### src/rtl/uart_pkg.sv
// Shared types and helpers for the UART transmit arbiter slice.
package uart_pkg;

  localparam int BYTE_W = 8;

  typedef enum logic [2:0] {
    IDLE,
    LOAD,
    GAP,
    START,
    WAIT_BUSY,
    WAIT_DONE
  } state_t;

  // Smallest width able to index 'value' distinct items.
  function automatic int clog2(input int value);
    int width;
    width = 0;
    while ((1 << width) < value) width++;
    return width;
  endfunction

endpackage

### src/rtl/rr_pick.sv
// Combinational round-robin pick: first set request at or after ptr, with wrap-around.
module rr_pick
  import uart_pkg::*;
#(
  parameter int NREQ  = 4,
  parameter int IDX_W = clog2(NREQ)
) (
  input  logic [NREQ-1:0]  req,
  input  logic [IDX_W-1:0] ptr,
  output logic [IDX_W-1:0] idx,
  output logic             any
);

  // Scan offsets from the far end down to zero so the nearest requester wins last.
  always_comb begin
    int sum;
    idx = '0;
    any = |req;
    sum = 0;
    for (int k = NREQ - 1; k >= 0; k--) begin
      sum = int'(ptr) + k;
      if (sum >= NREQ) sum = sum - NREQ;
      if (req[sum[IDX_W-1:0]]) idx = sum[IDX_W-1:0];
    end
  end

endmodule

### src/rtl/uart_tx_arbiter.sv
// Round-robin scheduler driving the load/gap/start strobe sequence of a shared UART transmitter.
module uart_tx_arbiter
  import uart_pkg::*;
#(
  parameter int  NREQ       = 4,
  parameter int  HOLD_TICKS = 2,
  parameter int  BUSY_TO    = 4,
  localparam int IDX_W      = clog2(NREQ)
) (
  input  logic                   CLOCK_125_p,
  input  logic                   KEY0,
  input  logic                   baud_tick,
  input  logic [NREQ-1:0]        req,
  input  logic [BYTE_W*NREQ-1:0] req_data,
  output logic [NREQ-1:0]        ack,
  output logic [BYTE_W-1:0]      tx_data,
  output logic                   tx_load,
  output logic                   tx_start,
  input  logic                   tx_busy,
  output logic [IDX_W-1:0]       owner,
  output logic                   active,
  output logic                   err
);

  localparam int MAX_LIMIT = (HOLD_TICKS > BUSY_TO) ? HOLD_TICKS : BUSY_TO;
  localparam int CNT_W     = clog2(MAX_LIMIT + 1);

  state_t             state;
  state_t             next_state;
  logic [CNT_W-1:0]   cnt;
  logic [IDX_W-1:0]   ptr;
  logic [IDX_W-1:0]   pick_idx;
  logic               pick_any;
  logic               hold_done;
  logic               busy_done;
  logic               timeout;
  logic               grant;

  rr_pick #(
    .NREQ (NREQ),
    .IDX_W(IDX_W)
  ) u_pick (
    .req(req),
    .ptr(ptr),
    .idx(pick_idx),
    .any(pick_any)
  );

  // Next-state logic; a limit seen on the counter moves the FSM on the following edge.
  always_comb begin
    next_state = state;
    timeout    = 1'b0;
    hold_done  = (cnt == CNT_W'(HOLD_TICKS));
    busy_done  = (cnt == CNT_W'(BUSY_TO));
    grant      = (state == IDLE) && pick_any;
    case (state)
      IDLE:      if (pick_any) next_state = LOAD;
      LOAD:      if (hold_done) next_state = GAP;
      GAP:       if (hold_done) next_state = START;
      START:     if (hold_done) next_state = WAIT_BUSY;
      WAIT_BUSY: begin
        if (tx_busy) begin
          next_state = WAIT_DONE;
        end else if (busy_done) begin
          next_state = IDLE;
          timeout    = 1'b1;
        end
      end
      WAIT_DONE: if (!tx_busy) next_state = IDLE;
      default:   next_state = IDLE;
    endcase
  end

  // State register.
  always_ff @(posedge CLOCK_125_p or negedge KEY0) begin
    if (!KEY0) state <= IDLE;
    else       state <= next_state;
  end

  // Baud tick counter, restarted on every state change and saturating at its maximum.
  always_ff @(posedge CLOCK_125_p or negedge KEY0) begin
    if (!KEY0) begin
      cnt <= '0;
    end else if (next_state != state) begin
      cnt <= '0;
    end else if (baud_tick && (cnt != '1)) begin
      cnt <= cnt + 1'b1;
    end
  end

  // Registered outputs, grant capture and round-robin pointer advance on return to IDLE.
  always_ff @(posedge CLOCK_125_p or negedge KEY0) begin
    if (!KEY0) begin
      ack      <= '0;
      tx_data  <= '0;
      owner    <= '0;
      ptr      <= '0;
      tx_load  <= 1'b0;
      tx_start <= 1'b0;
      active   <= 1'b0;
      err      <= 1'b0;
    end else begin
      ack      <= grant ? (NREQ'(1) << pick_idx) : '0;
      tx_load  <= (next_state == LOAD);
      tx_start <= (next_state == START);
      active   <= (next_state != IDLE);
      err      <= timeout;
      if (grant) begin
        tx_data <= req_data[pick_idx*BYTE_W +: BYTE_W];
        owner   <= pick_idx;
      end
      if ((state != IDLE) && (next_state == IDLE)) begin
        ptr <= (owner == IDX_W'(NREQ - 1)) ? '0 : owner + 1'b1;
      end
    end
  end

endmodule

### config.mk
export PLATFORM = sky130hd
export DESIGN_NAME = uart_tx_arbiter
export DESIGN_NICKNAME = d
export VERILOG_FILES = /design/src/rtl/uart_pkg.sv /design/src/rtl/rr_pick.sv /design/src/rtl/uart_tx_arbiter.sv
export SDC_FILE = /design/constraint.sdc
export NUM_CORES = 1
export LEC_CHECK = 0
export ABC_AREA = 1
export BUFFER_PORTS_ARGS = -buffer_cell sky130_fd_sc_hd__buf_2
export CORE_UTILIZATION = 46
export DETAILED_ROUTE_END_ITERATION = 8
export PLACE_DENSITY = 0.88
export SETUP_SLACK_MARGIN = 0.2
export SYNTH_ARGS = -nofsm -noshare
export SYNTH_HDL_FRONTEND = slang
export SYNTH_SLANG_ARGS = --single-unit
### constraint.sdc
create_clock -name CLOCK_125_p -period 1.75 [get_ports CLOCK_125_p]
set_clock_uncertainty 0.15 [all_clocks]
set_input_delay 0.175 -clock CLOCK_125_p [delete_from_list [all_inputs] [get_ports CLOCK_125_p]]
set_output_delay 0.175 -clock CLOCK_125_p [all_outputs]
set_load 0.1 [all_outputs]
==> impl_metrics.py <==
metrics = {
    "clocking": {
        "path_clk_slew_ns": 0.09,
        "clock-sinks": 26,
        "clock_latency_ns": 0.27,
        "root_buffer": "clkbuf_8",
        "htreeDepth": 1,
        "cts.path.max_buffers": 2,
        "cts_made_buffers": 3,
        "cts_tree": "done",
    },
    "status": {
        "violations": "setup timing",
        "status": "finished with violations",
    },
    "global_routing": {
        "antenna_found_initial": 0,
        "grtUsageTotal_pct": 23.0,
        "grt.overflow.total": 0,
        "grt_pass1_vias": 1780,
        "grt_max_degree": 27,
        "grt_first_pass_wirelength_mm": 7.50,
    },
    "run": {
        "max_cap_violations": 0,
    },
    "worst_setup_path": {
        "r2r-start": "ptr[0]",
        "endpoint_kind": "register",
        "rr_worst_depth": 13,
        "startpoint_type": "register",
        "cp_max_fo": 8,
        "cpPeakStageDelay_ns": 0.48,
        "cp_common_cell": "nand2_1",
        "r2r_end": "tx_data[2]",
        "critical_path.slowest_cell": "dfrtp_2",
        "path_class": "reg -> reg",
        "worstPathCellList": "nand2_1 > nand3_2 > nand2_2 > nand3_4 > nand2_4 > nand2_8 > nand2_8 > buf_8 > nand2_1 > nand3_1 > nand2_1 > nand2_1 > nand2_1",
        "cp.required_ns": 1.77,
        "cp.arrival_ns": 1.99,
        "rrSetupSlack_ns": -0.22,
    },
    "timing": {
        "finalCritPeriodShare_pct": 113,
        "clock.fmax_mhz": 507,
        "worst_pin_slew_ns": 0.565,
        "maxSlewHeadroom_pct": 62.3,
        "rsz0062_at_grt": "true",
        "hold_viol_final": 0,
        "min_period_ns": 1.97,
        "slew_violations": 0,
        "finalSetupViolCount": 13,
        "fin_ws_ns": -0.222,
    },
    "logic_synthesis": {
        "yosysTopAreaCell": "dfrtp_1",
        "yosys.cell_count.top_type": "nand2_1",
        "postSynthCellCount": 253,
        "synth.distinct_cells": 25,
        "ys_top_cells_by_area": "dfrtp_1, nand2_1, nand3_1",
        "ys_ff_latch": 26,
        "netlist_area_sq_mm": 0.00176,
        "avgSynthCellArea_sq_um": 6.96,
        "synth-async-reset-ratio_pct": 100,
        "synthFlopType": "dfrtp_1",
        "ys_warn_count": 0,
        "synth_edf_count": 0,
        "synth_commonest_cells": "nand2_1, inv_1, nand3_1",
        "yosysSeqAreaShare_pct": 36.9,
        "syn_nets": 298,
        "netlist.area_leader.share_pct": 36.9,
    },
    "hold_path": {
        "worstHoldStart": "req_data[5]",
        "hold_end": "tx_data[5]",
        "hold_depth": 7,
        "hp-class": "in -> reg",
    },
    "routing": {
        "first_pass_iters": 5,
        "drcViolationCount": 0,
        "drtIter0Drc": 290,
        "ant_nets": 0,
        "wire_per_inst_um": 14.4,
        "drt-total-wl_mm": 5.60,
        "vias_per_cell": 5.35,
        "vias": 2076,
    },
    "placement": {
        "portBuffers": 57,
        "gp_congestion": 0.915,
        "hpwl_mm": 3.26,
        "dpl_cell_area_sq_mm": 0.00216,
    },
    "final_layout": {
        "regArea_sq_um": 657,
        "nFillCells": 233,
        "layout.nets": 386,
        "utilization_pct": 72.1,
        "drive_gt1_share_pct": 47.1,
        "syn_to_final_growth_pct": 49.8,
        "antenna_cells": 0,
        "postLayoutCellArea_sq_mm": 0.00264,
        "multiInputGateArea_sq_mm": 0.00109,
    },
    "die": {
        "die_h_um": 63.9,
        "fp.dieW_um": 63.9,
        "dieArea_sq_mm": 0.00408,
        "std_cell_rows": 22,
        "design.core.area_sq_mm": 0.00366,
        "boundaryPins": 58,
        "start_util_pct": 48.1,
    },
}
[sequential cells by signal, indices dropped and copies added (netlist names)]
signal,cells
err,1
tx_start,1
active,1
owner,2
tx_data,8
ack,4
state,3
ptr,2
cnt,3
tx_load,1
[worst max path at each step]
stage | startpoint | to | slack [ns] | cells past startpoint
6_report | ptr[0] | tx_data[2] | -0.22 | 13
5_1_grt | ptr[0] | tx_data[2] | -0.31 | 15
4_1_cts | ptr[0] | tx_data[6] | -0.11 | 15
3_5_place_dp | ptr[0] | tx_data[3] | -0.20 | 13
3_3_place_gp | ptr[0] | tx_data[1] | -0.09 | 11
2_1_floorplan | ptr[0] | tx_data[0] | 0.004 | 13
[stage by stage]
stage	instances	setup slack (ns)	hold slack, ns	setup TNS, ns
finish	388	-0.222	0.154	-1.47
global route	388	-0.314	0.172	-2.78
CTS	381	-0.107	0.0709	-0.852
detailed placement	362	-0.195	0.0564	-1.26
global placement	362	-0.0889	0.0500	-0.483
floorplan	253	0.00420	-0.271	0
[cell usage in the layout (no fill, tap or decap), types with 2 or more instances in the layout]
master,count
buf_2,57
buf_4,22
buf_6,4
clkbuf_8,4
dfrtp_1,21
dfrtp_2,5
ha_1,3
ha_4,2
inv_1,44
inv_2,7
inv_4,2
nand2_1,59
nand2_2,22
nand2_4,7
nand2_8,2
nand3_1,29
nand3_2,9
nand3_4,3
nand4_1,3
nor2_1,7
nor2_4,3
nor3_1,2
nor3_2,3
o21ai_1,5
[cell type report]
type | count | area share [%]
multi-input combinational | 169 | 41.3
clock buffer | 4 | 2.09
timing repair inverter | 1 | 0.284
sequential | 26 | 24.9
timing repair buffer | 87 | 21.4
tap | 48 | 2.28
inverter | 53 | 7.73
[cell families after synthesis]
family                   count (synthesis)  share of synthesized area (%)
AO/OA/AOI/OAI                           11                           3.55
XOR/XNOR                                 1                          0.497
buffers and inverters                   60                           14.8
flip-flops                              26                           36.9
adder cells (fa/ha/maj)                  5                           3.55
AND/OR/NAND/NOR                        150                           40.7
[repair_timing]
action	4_1_cts	5_1_grt
gates resized for setup	36	31
hold buffers	1	0
gates cloned	2	2
endpoints found under the hold margin	26	0
pin swaps	10	14
setup buffers	12	5
endpoints found under the setup margin	21	21
[routing by layer]
layer / share of wire, % / GRT usage (%)
met5: 0 / 0
met4: 3.6 / 9.09
met3: 7.7 / 3.93
met2: 48 / 38.6
met1: 40 / 29.2
[critical path, delay by kind of cell (launching register included)]
kind | cells | cell delay [ns]
buffers and inverters | 1 | 0.13
AND/OR/NAND/NOR | 12 | 1.12
flip-flops | 1 | 0.48
Power is left out: the tool's default activity adds up to more than one toggle a clock period on the data nets, which glitch-free logic cannot reach.
